**src/rtl/lcd_arb_pkg.sv**
```systemverilog
// Shared types and constants for the LCD access arbiter.
package lcd_arb_pkg;

  localparam int DATA_W           = 8;
  localparam int DELAY_W          = 32;
  localparam int WR_PULSE_DEFAULT = 2;

  typedef enum logic [1:0] {
    IDLE       = 2'd0,
    ISSUE      = 2'd1,
    SETTLE     = 2'd2,
    WAIT_READY = 2'd3
  } lcd_arb_state_e;

endpackage

```
**src/rtl/lcd_arb_rr_pick.sv**
```systemverilog
// Combinational round-robin picker: the first set req bit at or after start wins,
// with the search wrapping past the last requester.
module lcd_arb_rr_pick #(
  parameter int NUM_REQ = 4,
  localparam int ID_W   = $clog2(NUM_REQ)
) (
  input  logic [NUM_REQ-1:0] req,
  input  logic [ID_W-1:0]    start,
  output logic [ID_W-1:0]    winner,
  output logic               valid
);

  logic [ID_W-1:0] cand [NUM_REQ];

  always_comb begin
    for (int i = 0; i < NUM_REQ; i++) begin
      cand[i] = ID_W'((int'(start) + i) % NUM_REQ);
    end
  end

  always_comb begin
    winner = '0;
    valid  = 1'b0;
    for (int i = 0; i < NUM_REQ; i++) begin
      if (!valid && req[cand[i]]) begin
        valid  = 1'b1;
        winner = cand[i];
      end
    end
  end

endmodule

```
**src/rtl/lcd_access_arbiter.sv**
```systemverilog
// Round-robin arbiter that shares one lcd_display write port among NUM_REQ requesters.
// Define LCD_ARB_LOCK_EN to let a locked, still-requesting owner keep the grant.
//
// Handshakes: a requester holds req until it sees ack. ack is a one-cycle pulse,
// given only in IDLE with disp_ready=1, in the same cycle the request is seen.
// The display side sees disp_write high for WR_PULSE cycles and then waits for
// disp_ready to come back.
module lcd_access_arbiter
  import lcd_arb_pkg::*;
#(
  parameter int NUM_REQ  = 4,
  parameter int WR_PULSE = WR_PULSE_DEFAULT
) (
  input  logic                         clk,
  input  logic                         rst_n,
  input  logic [NUM_REQ-1:0]           req,
  input  logic [NUM_REQ-1:0]           lock,
  input  logic [DATA_W*NUM_REQ-1:0]    req_data,
  input  logic [NUM_REQ-1:0]           req_rs,
  input  logic [DELAY_W*NUM_REQ-1:0]   req_delay,
  input  logic [NUM_REQ-1:0]           req_b8,
  output logic [NUM_REQ-1:0]           ack,
  output logic [$clog2(NUM_REQ)-1:0]   grant_id,
  output logic [DATA_W-1:0]            disp_data,
  output logic                         disp_rs,
  output logic [DELAY_W-1:0]           disp_delay,
  output logic                         disp_b8,
  output logic                         disp_write,
  input  logic                         disp_ready,
  output lcd_arb_state_e               dbg_state
);

  localparam int ID_W  = $clog2(NUM_REQ);
  localparam int CNT_W = 4;

  lcd_arb_state_e  state_q, state_d;
  logic [CNT_W-1:0] cnt_q, cnt_d;
  logic [ID_W-1:0]  start_idx, rr_winner, sel_id;
  logic             rr_valid, lock_hold, grant_go;

  assign start_idx = (grant_id == ID_W'(NUM_REQ - 1)) ? '0 : grant_id + ID_W'(1);

  lcd_arb_rr_pick #(.NUM_REQ(NUM_REQ)) u_pick (
    .req    (req),
    .start  (start_idx),
    .winner (rr_winner),
    .valid  (rr_valid)
  );

`ifdef LCD_ARB_LOCK_EN
  assign lock_hold = lock[grant_id] & req[grant_id];
`else
  logic unused_lock;
  assign unused_lock = ^lock;
  assign lock_hold   = 1'b0;
`endif

  // A lock only matters while its owner still requests, so rr_valid covers it.
  assign sel_id   = lock_hold ? grant_id : rr_winner;
  assign grant_go = rst_n && (state_q == IDLE) && disp_ready && rr_valid;

  always_comb begin
    ack = '0;
    if (grant_go) ack[sel_id] = 1'b1;
  end

  always_comb begin
    state_d = state_q;
    cnt_d   = cnt_q;
    case (state_q)
      IDLE: begin
        if (grant_go) begin
          state_d = ISSUE;
          cnt_d   = '0;
        end
      end
      ISSUE: begin
        if (cnt_q == CNT_W'(WR_PULSE - 1)) state_d = SETTLE;
        else                               cnt_d   = cnt_q + CNT_W'(1);
      end
      SETTLE:     state_d = WAIT_READY;
      WAIT_READY: if (disp_ready) state_d = IDLE;
      default:    state_d = IDLE;
    endcase
  end

  always_ff @(posedge clk or negedge rst_n) begin
    if (!rst_n) begin
      state_q <= IDLE;
      cnt_q   <= '0;
    end else begin
      state_q <= state_d;
      cnt_q   <= cnt_d;
    end
  end

  // Captured transfer fields stay put until the next grant.
  always_ff @(posedge clk or negedge rst_n) begin
    if (!rst_n) begin
      grant_id   <= ID_W'(NUM_REQ - 1);
      disp_data  <= '0;
      disp_rs    <= 1'b0;
      disp_delay <= '0;
      disp_b8    <= 1'b0;
    end else if (grant_go) begin
      grant_id   <= sel_id;
      disp_data  <= req_data[DATA_W*sel_id +: DATA_W];
      disp_rs    <= req_rs[sel_id];
      disp_delay <= req_delay[DELAY_W*sel_id +: DELAY_W];
      disp_b8    <= req_b8[sel_id];
    end
  end

  // Decoded from the state register so an asynchronous reset drops it at once.
  assign disp_write = (state_q == ISSUE);
  assign dbg_state  = state_q;

endmodule

```
**config.mk**
```make
export PLATFORM = sky130hd
export DESIGN_NAME = lcd_access_arbiter
export DESIGN_NICKNAME = d
export VERILOG_FILES = /design/src/rtl/lcd_arb_pkg.sv /design/src/rtl/lcd_arb_rr_pick.sv /design/src/rtl/lcd_access_arbiter.sv
export SDC_FILE = /design/constraint.sdc
export NUM_CORES = 1
export LEC_CHECK = 0
export CAP_MARGIN = 25
export CORE_UTILIZATION = 30
export CTS_BUF_LIST = sky130_fd_sc_hd__clkbuf_4
export DETAILED_ROUTE_END_ITERATION = 10
export MAX_ROUTING_LAYER = met4
export PLACE_DENSITY = 0.69
export RECOVER_POWER = 50
export REMOVE_ABC_BUFFERS = 1
export SYNTH_ARGS = -nofsm -noshare
export SYNTH_HDL_FRONTEND = slang
export SYNTH_SLANG_ARGS = --single-unit
```
**constraint.sdc**
```tcl
create_clock -name clk -period 3.9 [get_ports clk]
set_input_delay 0.975 -clock clk [delete_from_list [all_inputs] [get_ports clk]]
set_output_delay 0.975 -clock clk [all_outputs]
set_load 0.05 [all_outputs]
```
Word-level counts from Yosys, hierarchy flattened
Index checks and enable logic that the tools add are counted.
- input port bits: 179
- logic and storage cells: 74
- output and inout port bits: 51
- flip-flop bits (word level): 50
- magnitude comparators: 6
- equality and inequality tests: 9
- shift-type cells: 2
- mux-type cells: 31
- $add $sub $neg: 5
- reductions and logical operators: 14
- operators by type and width (kind ; number):
    $shiftx 128x8->32 ; 1
    $shiftx 32x6->8 ; 1
    $mux 2 ; 8
    $lt 2x3->1 const B ; 5
    $bmux 1 s2 ; 6
    $mux 4 ; 3
    $mux 1 ; 11
    $pmux 2 s4 ; 1
    $pmux 4 s2 ; 1
    $logic_and 1x1->1 ; 7
    $eq 2x2->1 const B ; 3
    $ne 2x2->1 const B ; 3
    $reduce_and 3->1 ; 2
    $add 2x1->2 const B ; 2
    $add 2x2->2 const B ; 2
    $add 4x1->4 const B ; 1
    $eq 4x1->1 const B ; 1
    $logic_not 1->1 ; 3
    $demux 1 s2 ; 1
    $eq 2x1->1 const B ; 1
    $ge 2x1->1 const B ; 1
    $logic_not 2->1 ; 1
    $ne 2x1->1 const B ; 1
    $reduce_bool 2->1 ; 1

Longest topological paths before layout
Gate-level depths: netlist of the first run.
- word-level depth: 19
- mapped depth: 10
- gate-level depth less buffers: 7

By module
From an unflattened synthesis of the first run, not the netlist that was laid out.
- cell total of the unflattened synthesis: 308
- area total of the unflattened synthesis: 3285.7 µm²
- by module, submodules not included (module ; area an instance (µm²) ; times used ; cells each):
    lcd_access_arbiter ; 3208.1 ; 1 ; 293
    lcd_arb_rr_pick ; 77.6 ; 1 ; 15

Worst setup path after synthesis of the first run
OpenSTA, ideal clock, no wires.
- kind: register to output
- start point: register grant_id[0]
- end point: output ack[2]
- cell stages (with the launch flop): 8
- arrival: 2.570 ns
- setup slack: 0.355 ns
- path buffers: 2
- path through: dfstp_2 -> ha_1 -> buf_6 -> nor4_1 -> o32a_1 -> nand2_2 -> buf_2 -> a21oi_1
- longest elaborated chain between the ends: 19
- elaborated cells between the ends (all ways): 35
- classes of those cells: 4 x add/sub; 2 x order compare; 1 x eq/ne; 20 x mux; 8 x reduce/logical
- ends and longest elaborated chain (what ; RTL line ; text):
    start: declaration ; lcd_access_arbiter.sv:23 ; output logic [$clog2(NUM_REQ)-1:0] grant_id,
    start signal: assignment ; lcd_access_arbiter.sv:100 ; grant_id <= ID_W'(NUM_REQ - 1);
    start signal: assignment ; lcd_access_arbiter.sv:106 ; grant_id <= sel_id;
    $add 2x1->2 / $eq 2x2->1 (equally long branches) ; lcd_access_arbiter.sv:41 ; assign start_idx = (grant_id == ID_W'(NUM_REQ - 1)) ? '0 : grant_id + ID_W'(1);
    $mux 2 * ; lcd_access_arbiter.sv:41 ;
    branches (longest 16 deep; another with $lt 2x3->1) ; n/a ;
    $mux 4 * ; lcd_access_arbiter.sv:64 ; if (grant_go) ack[sel_id] = 1'b1;
    end: declaration ; lcd_access_arbiter.sv:22 ; output logic [NUM_REQ-1:0] ack,
Every way passes the cells marked *. The select of a mux whose other input is x is not followed.

Worst setup path in the final report of the first run
- start point: input req[1]
- end point: output ack[0]
- longest elaborated chain between the ends: 17
- elaborated cells between the ends (all ways): 29
- classes of those cells: 2 x order compare; 19 x mux; 8 x reduce/logical
- ends and longest elaborated chain (what ; RTL line ; text):
    start: declaration ; lcd_access_arbiter.sv:16 ; input logic [NUM_REQ-1:0] req,
    $bmux 1 s2 ; lcd_arb_rr_pick.sv:25 ; if (!valid && req[cand[i]]) begin
    $mux 1 (not written as such) ; lcd_arb_rr_pick.sv:25 ;
    $mux 1 ; lcd_arb_rr_pick.sv:25 ;
    $logic_not 1->1 ; lcd_arb_rr_pick.sv:25 ;
    $logic_and 1x1->1 ; lcd_arb_rr_pick.sv:25 ;
    $mux 1 ; lcd_arb_rr_pick.sv:25 ;
    $logic_not 1->1 ; lcd_arb_rr_pick.sv:25 ;
    $logic_and 1x1->1 ; lcd_arb_rr_pick.sv:25 ;
    $mux 1 ; lcd_arb_rr_pick.sv:25 ;
    $logic_not 1->1 ; lcd_arb_rr_pick.sv:25 ;
    $logic_and 1x1->1 ; lcd_arb_rr_pick.sv:25 ;
    $mux 2 ; lcd_arb_rr_pick.sv:25 ;
    $lt 2x3->1 (not written as such) / $ge 2x1->1 (equally long branches) ; lcd_access_arbiter.sv:64 ;
    $logic_and 1x1->1 (not written as such) ; lcd_access_arbiter.sv:64 ;
    $mux 1 (not written as such) ; lcd_access_arbiter.sv:64 ;
    $demux 1 s2 ; lcd_access_arbiter.sv:64 ;
    $mux 4 * ; lcd_access_arbiter.sv:64 ;
Mark *: on every way between the ends. The rest lies on a longest branch, timed or not. The select of a mux whose other input is x is not followed.

==> results of run 1 <==
cells in the mapped netlist (3+ instances only):
cell / n
sky130_fd_sc_hd__a211oi_1: 46
sky130_fd_sc_hd__a21oi_1: 25
sky130_fd_sc_hd__a221o_1: 19
sky130_fd_sc_hd__and3_1: 24
sky130_fd_sc_hd__buf_12: 3
sky130_fd_sc_hd__buf_2: 7
sky130_fd_sc_hd__clkbuf_1: 16
sky130_fd_sc_hd__dfrtp_1: 48
sky130_fd_sc_hd__ha_1: 8
sky130_fd_sc_hd__inv_1: 5
sky130_fd_sc_hd__mux2_1: 3
sky130_fd_sc_hd__mux2_2: 17
sky130_fd_sc_hd__mux2i_1: 25
sky130_fd_sc_hd__nand2_1: 7
sky130_fd_sc_hd__nand3_1: 20
sky130_fd_sc_hd__nor2_1: 34
sky130_fd_sc_hd__o21ai_0: 24
cells by family (layout without fill, tap and decap cells):
kind of cell    after synthesis  in the layout  synth area share (%)
compound gates              128            128                  26.1
simple gates                 96             96                  13.9
flops                        50             50                  36.4
mux                          45             45                  13.8
buf+inv                      36            249                  6.57
fa+ha+maj                     8              8                  2.90
xor+xnor                      1              1                 0.254
worst reg2reg max path, stage by stage, from the launching register on:
cell and delay [ns]:
sky130_fd_sc_hd__dfstp_2 0.64, sky130_fd_sc_hd__ha_1 0.35, sky130_fd_sc_hd__nand2b_1 0.22, sky130_fd_sc_hd__a21o_1 0.23
sky130_fd_sc_hd__nand2_4 0.37, sky130_fd_sc_hd__mux2_2 0.41, sky130_fd_sc_hd__a221o_1 0.33
metrics by stage:
step | setup TNS [ns] | total power [mW] | util (%) | instance area, µm²
final | 0 | 4.11 | 53.2 | 5870
after global routing | 0 | 4.35 | 53.2 | 5870
after floorplan | -0.910 | 2.76 | - | 3240
after global placement | 0 | 3.78 | 52.3 | 5770
after detailed placement | 0 | 3.85 | 52.6 | 5800
after CTS | 0 | 4.18 | 53.3 | 5880
path summary, 6_finish.rpt:
| path | slack, ns | from | cells past startpoint | end |
|---|---|---|---|---|
| worst min register to register | 0.49 | grant_id[1]$_DFFE_PN1P_ | 2 | grant_id[1]$_DFFE_PN1P_ |
| worst max-delay path | 0.18 | req[1] | 6 | ack[0] |
| worst min-delay path | 0.49 | grant_id[1]$_DFFE_PN1P_ | 2 | grant_id[1]$_DFFE_PN1P_ |
| min in group asynchronous | 1.67 | rst_n | 2 | disp_delay[21]$_DFFE_PN0P_ |
| worst max register to register | 1.25 | grant_id[0]$_DFFE_PN1P_ | 6 | disp_delay[10]$_DFFE_PN0P_ |
| max in group asynchronous | 0.69 | rst_n | 2 | cnt_q[1]$_DFFE_PN0P_ |
routing by layer:
layer | vias to the layer above | GRT usage [%] | part of all wire [%]
met5 | - | - | 0
met3 | 18 | 3.53 | 4.9
met2 | 162 | 40.7 | 54
met4 | 0 | 6.29 | 1.7
li1 | 1816 | - | -
met1 | 1857 | 25.0 | 40
registers in the layout, summed over array words and instances (netlist names):
signal / flops
cnt_q: 4
disp_delay: 32
disp_b8: 1
dbg_state: 2
disp_data: 8
disp_rs: 1
grant_id: 2
where the power goes:
part / internal (mW) / switching, mW / total, mW
Combinational: 1.09 / 1.78 / 2.86
Sequential: 0.766 / 0.160 / 0.926
Clock: 0.150 / 0.172 / 0.322
Total: 2.00 / 2.11 / 4.11
layout make-up:
| class | count | area (µm²) | share of cell area, % |
|---|---|---|---|
| flip-flops and latches | 50 | 1250 | 21.4 |
| well taps | 140 | 175 | 2.98 |
| clock inverters | 1 | 30.0 | 0.512 |
| repair buffers | 236 | 2370 | 40.4 |
| multi-input cells | 278 | 1970 | 33.5 |
| inverters | 5 | 18.8 | 0.320 |
| clock buffers | 7 | 52.6 | 0.895 |
==> results.txt, run 1 <==
----------------------------------------------------
[Cells and area]
  Final cell count without fillers ... between 700 and 800
  Area growth from synthesis to layout ... 70.4%
  Antenna Cells ... 0
  Layout cell share with drive strength beyond 1 ... 8.32%
  Leading cell type in the layout, fill and taps excluded ... sky130_fd_sc_hd__clkdlybuf4s50_1
  Layout fillers ... between 1000 and 1500
  Total number of nets in the final design ... 763
  Leading cell types in the layout, fill and taps excluded ... sky130_fd_sc_hd__clkdlybuf4s50_1 (198), sky130_fd_sc_hd__dfrtp_1 (48), sky130_fd_sc_hd__a211oi_1 (46)

[Global routing]
  Via count of the first global-routing pass ... 4046
  Pin count of the biggest net entering global routing ... ~50
  First-pass GRT wire length ... 19.9 mm
  Initial antenna violation count ... 0
  Overall track demand over capacity in global routing ... 22.3%
  Leftover overflow at the end of global routing ... 0

[CTS]
  Number of levels the H-tree was split into ... 2
  Clock latency at the later pin of the worst-skew pair ... 0.36 ns
  Maximum buffer depth of the clock tree ... 2
  Number of buffers created by CTS ... 5
  Number of buffers inserted by post-CTS setup repair ... 0
  Clock slew seen by the registers of the worst setup and hold paths ... 0.16 ns
  TritonCTS clock tree ... built
  Resized Gates After CTS ... 0
  Hold_buf cts ... 0
  CTS sink cnt ... 50
  Root Driver ... sky130_fd_sc_hd__clkbuf_4

[Placed design]
  IO buf count ... 225
  Post-placement worst setup slack ... 0.252 ns
  Post-DP HPWL ... approximately 9.5 mm
  Gp weighted congestion ... 0.879
  Placed cell count ... 709

[Power]
  Areal power density over the cells ... between 700 and 800 mW/mm²
  Static leakage power ... 2.41 nW
  Max VDD drop ... 0.528 mV

[Status]
  Status ... finished with violations
  Violated checks ... capacitance limit, slew limit

[Floorplanning]
  Die X ... 109 µm
  Cell row count ... 38
  Floorplan die height ... 109 µm
  Core box area ... 0.0110 mm²
  Total die area ... roughly 0.012 mm²
  I/O pin count ... 230
  Initial Utilization ... 31.2%

[Timing]
  Worst setup skew after layout ... slightly above 0.02 ns
  Max-slew violation count ... roughly 50
  Final critical-path share of the clock period ... about 95%
  Min cycle time layout ... about 3.7 ns
  Hold Violations, Final ... 0
  Transition time at the pin with the least slew margin ... about 2.8 ns
  Smallest hold slack ... 0.486 ns
  Worst slew margin relative to its limit ... -83.6%
  Count of endpoints failing setup in the final report ... 0
  Highest Clock Rate ... 0.269 GHz
  Final WS setup ... 0.176 ns
  Unrepaired setup endpoints after global routing ... no

[Critical path]
  Startpoint type of the worst setup path ... input pin
  WS Path Type ... input pin to output port
  Family with the most delay on the worst path ... compound AO/OA/AOI/OAI gates
  Sequence of cells on the critical path ... clkdlybuf4s50_1 -> o41ai_1 -> nor2_2 -> nand2b_1 -> a21oi_1 -> buf_12
  CP bufs+invs ... 2
  Crit-path slowest cell ... sky130_fd_sc_hd__o41ai_1
  Critical Path End Type ... output port
  Critical Path RT ... 2.92 ns
  Max stage delay on crit path ... 0.73 ns
  Worst EP arrival ... 2.75 ns
  Crit-path max FO ... 6

[Detailed routing]
  First-iteration detailed-routing DRC count ... roughly 190
  Detailed-route via count ... 3853
  Routed WL ... 12.9 mm
  Post-route DRC ... 0
  Pre-antenna DRT Iters ... 4
  Routed length per instance ... 18.0 µm
  Count of nets left with antenna violations after detail routing ... 0
  Vias per cell ... about 5.4

[Logic synthesis]
  Warnings from Yosys ... 0
  Count of flip-flops with a built-in enable after synthesis ... 0
  Post-synthesis cell count ... 364
  Top FF cell, synth ... sky130_fd_sc_hd__dfrtp_1
  Top cells by area in the synthesized netlist ... sky130_fd_sc_hd__dfrtp_1 (35%), sky130_fd_sc_hd__a211oi_1 (10%), sky130_fd_sc_hd__mux2i_1 (7.3%), sky130_fd_sc_hd__mux2_2 (5.6%), sky130_fd_sc_hd__a221o_1 (5.5%)
  Post-synthesis cell area ... around 0.0034 mm²
  Cell type with the highest aggregate area in the netlist ... sky130_fd_sc_hd__dfrtp_1
  Portion of synthesized cell area occupied by the leading cell type ... 34.9%
  Avg Inst Size Synth ... 9.47 µm²
  Register area share after synthesis ... 36.4%
  Library cells used by synthesis ... 44
  Proportion of synthesized flip-flops having asynchronous set or reset ... 100%
  Post-synthesis sequential element count ... 50

[Run]
  Max-cap check violation count ... 1

[Hold path]
  Worst Hold Class ... flop to flop

----------------------------------------------------
Note: power is estimated with default switching activity, not from simulation.
==> run 2, diff against run 1 <==
--- a/config.mk
+++ b/config.mk
@@ -6,13 +6,14 @@
 export NUM_CORES = 1
 export LEC_CHECK = 0
 export CAP_MARGIN = 25
-export CORE_UTILIZATION = 30
+export CORE_UTILIZATION = 40
 export CTS_BUF_LIST = sky130_fd_sc_hd__clkbuf_4
 export DETAILED_ROUTE_END_ITERATION = 10
 export MAX_ROUTING_LAYER = met4
-export PLACE_DENSITY = 0.69
+export PLACE_DENSITY = 0.89
 export RECOVER_POWER = 50
 export REMOVE_ABC_BUFFERS = 1
+export SKIP_CTS_REPAIR_TIMING = 1
 export SYNTH_ARGS = -nofsm -noshare
 export SYNTH_HDL_FRONTEND = slang
 export SYNTH_SLANG_ARGS = --single-unit
==> results.txt, run 2 (synthesis gave the netlist of run 1 again) <==
----------------------------------------------------
[Status]
  Status ... finished with violations
  Violated checks ... capacitance limit, slew limit

[Cells and area]
  Largest register FFs ... 32 (unchanged)
  Antenna Cells ... 0 (unchanged)
  Largest regs ... disp_delay (32), disp_data (8), cnt_q (4)
  Finished Cell Area ... 0.00580 mm² (-1.1%)
  Largest register by flop count ... disp_delay
  Layout cell share with drive strength beyond 1 ... 8.13% (-0.19 points)
  Leading cell type in the layout, fill and taps excluded ... sky130_fd_sc_hd__clkdlybuf4s50_1
  Final Util ... 70.3% (+17 points)
  Area growth from synthesis to layout ... 68.4%
  Total number of nets in the final design ... 764 (+0.13%)
  Leading cell types in the layout, fill and taps excluded ... sky130_fd_sc_hd__clkdlybuf4s50_1 (202), sky130_fd_sc_hd__dfrtp_1 (48), sky130_fd_sc_hd__a211oi_1 (46)
  Layout fillers ... 630 (-38%)
  Final cell count without fillers ... 683 (-4.7%)

[CTS]
  Root Driver ... sky130_fd_sc_hd__clkbuf_4
  CTS sink cnt ... 50 (unchanged)
  Clock slew seen by the registers of the worst setup and hold paths ... 0.14 ns (-0.02 ns)
  Clock latency at the later pin of the worst-skew pair ... 0.37 ns (about the same)
  Maximum buffer depth of the clock tree ... 2 (unchanged)
  TritonCTS clock tree ... built
  Number of buffers created by CTS ... 5 (unchanged)
  Number of levels the H-tree was split into ... 2 (unchanged)

[Floorplanning]
  Floorplan die height ... 94.8 µm (-13%)
  Initial Utilization ... 41.7% (+10 points)
  I/O pin count ... 230 (unchanged)
  Core box area ... 0.00826 mm² (-25%)
  Total die area ... 0.00899 mm² (-25%)
  Die X ... 94.8 µm (-13%)
  Cell row count ... 33 (-13%)

[Placed design]
  Post-DP HPWL ... 9.12 mm (-3.7%)
  Gp weighted congestion ... 0.829 (-5.6%)
  IO buf count ... 225 (unchanged)
  Placed instance area ... 0.00574 mm² (-1.1%)
  Placed cell count ... 674 (-4.9%)

[Detailed routing]
  Routed length per instance ... 18.1 µm (+0.41%)
  Vias per cell ... 5.69 (+5.8%)
  Detailed-route via count ... 3885 (+0.83%)
  Post-route DRC ... 0 (unchanged)
  Count of nets left with antenna violations after detail routing ... 0 (unchanged)
  First-iteration detailed-routing DRC count ... 181 (-2.7%)
  Routed WL ... 12.4 mm (-4.3%)
  Pre-antenna DRT Iters ... 4 (unchanged)

[Power]
  Switching portion of total power ... 51.9% (+0.59 points)
  Reported net switching power ... 2.08 mW (-1.2%)
  Power Internal ... 1.93 mW (-3.5%)
  Portion of total power attributed to combinational logic ... 70.8% (+1.1 points)
  Share of power burned in the clock network ... 6.3% (-1.5 points)
  Static leakage power ... 2.40 nW (-0.25%)
  Max VDD drop ... 0.283 mV (-46%)
  Sequential power share ... 22.9% (+0.4 points)
  Areal power density over the cells ... 692 mW/mm² (-1.2%)

[Timing]
  Worst slew margin relative to its limit ... -86.4% (-2.8 points)
  Final critical-path share of the clock period ... 94.1% (-1.4 points)
  Worst setup skew after layout ... 0.0115 ns (-0.00932 ns)
  Max-slew violation count ... 51 (unchanged)
  Count of endpoints failing setup in the final report ... 0 (unchanged)
  Smallest hold slack ... 0.490 ns (+0.00396 ns)
  Highest Clock Rate ... 0.273 GHz (+1.5%)
  Unrepaired setup endpoints after global routing ... no
  Hold Violations, Final ... 0 (unchanged)
  Transition time at the pin with the least slew margin ... 2.80 ns (+0.0420 ns)
  Min cycle time layout ... 3.67 ns (-0.0556 ns)

[Critical path]
  Sequence of cells on the critical path ... clkdlybuf4s50_1 -> o31a_1 -> o32a_1 -> nand2b_1 -> a21oi_1 -> buf_12
  Startpoint type of the worst setup path ... input pin
  Critical Path End Type ... output port
  Critical Path RT ... 2.92 ns (about the same)
  WS Path Type ... input pin to output port
  Worst EP arrival ... 2.69 ns (-0.06 ns)
  Max stage delay on crit path ... 0.44 ns (-0.29 ns)
  Crit-path max FO ... 3 (-3)
  Crit-path slowest cell ... sky130_fd_sc_hd__clkdlybuf4s50_1

[Global routing]
  Via count of the first global-routing pass ... 4013 (-0.82%)
  Leftover overflow at the end of global routing ... 0 (unchanged)
  Initial antenna violation count ... 0 (unchanged)
  First-pass GRT wire length ... 19.1 mm (-4.3%)
  Overall track demand over capacity in global routing ... 28.3% (+6.0 points)
  Pin count of the biggest net entering global routing ... 51 (unchanged)

[Run]
  Max-cap check violation count ... 1 (unchanged)

[Hold path]
  Worst Hold Class ... flop to flop

----------------------------------------------------
run 2: final timing paths:
check	from	to	slack [ns]	cells past startpoint
max	req[3]	ack[0]	0.23	6
min	grant_id[1]$_DFFE_PN1P_	grant_id[1]$_DFFE_PN1P_	0.49	2
max reg2reg	grant_id[0]$_DFFE_PN1P_	disp_data[0]$_DFFE_PN0P_	1.11	7
min reg2reg	grant_id[1]$_DFFE_PN1P_	grant_id[1]$_DFFE_PN1P_	0.49	2
max in group asynchronous	rst_n	disp_delay[21]$_DFFE_PN0P_	0.67	2
min in group asynchronous	rst_n	disp_delay[23]$_DFFE_PN0P_	1.65	2
run 2: stage by stage:
| stage | power, mW | setup TNS (ns) | setup WS (ns) |
|---|---|---|---|
| detailed placement | 3.80 | 0 | 0.239 |
| floorplan | 2.76 | -0.910 | -0.515 |
| global route | 4.24 | 0 | 0.101 |
| CTS | 4.06 | 0 | 0.232 |
| finish | 4.02 | 0 | 0.232 |
| global placement | 3.72 | 0 | 0.281 |
run 2: final cells by class:
cell class | count | area (µm²) | area share [%]
Clock inverter | 1 | 3.75 | 0.0647
Sequential cell | 50 | 1250 | 21.6
Tap cell | 105 | 131 | 2.26
Multi-Input combinational cell | 278 | 1970 | 33.9
Clock buffer | 7 | 52.6 | 0.905
Inverter | 5 | 18.8 | 0.323
Timing Repair Buffer | 237 | 2380 | 40.9
run 2: routing by layer:
metal / track usage [%] / wire, µm / vias to the layer above
met5: - / 0 / -
met4: 13.4 / 505 / 0
met3: 5.07 / 769 / 42
li1: - / - / 1816
met2: 48.9 / 6480 / 177
met1: 31.5 / 4610 / 1850
run 2: power by group through the flow:
stage                     clock network (mW)  logic [mW]  registers (mW)
after floorplan                            0        1.06            1.71
after global placement                     0        2.80           0.921
after detailed placement                   0        2.87           0.933
after CTS                              0.262        2.88           0.925
after global routing                   0.276        3.01           0.954
final                                  0.252        2.85           0.919
run 2: worst max-delay path: cells and delay by family:
kind,cells,cell delay (ns)
AOI/OAI and AO/OA,3,0.90
buffers and inverters,2,0.62
and+or+nand+nor,1,0.19
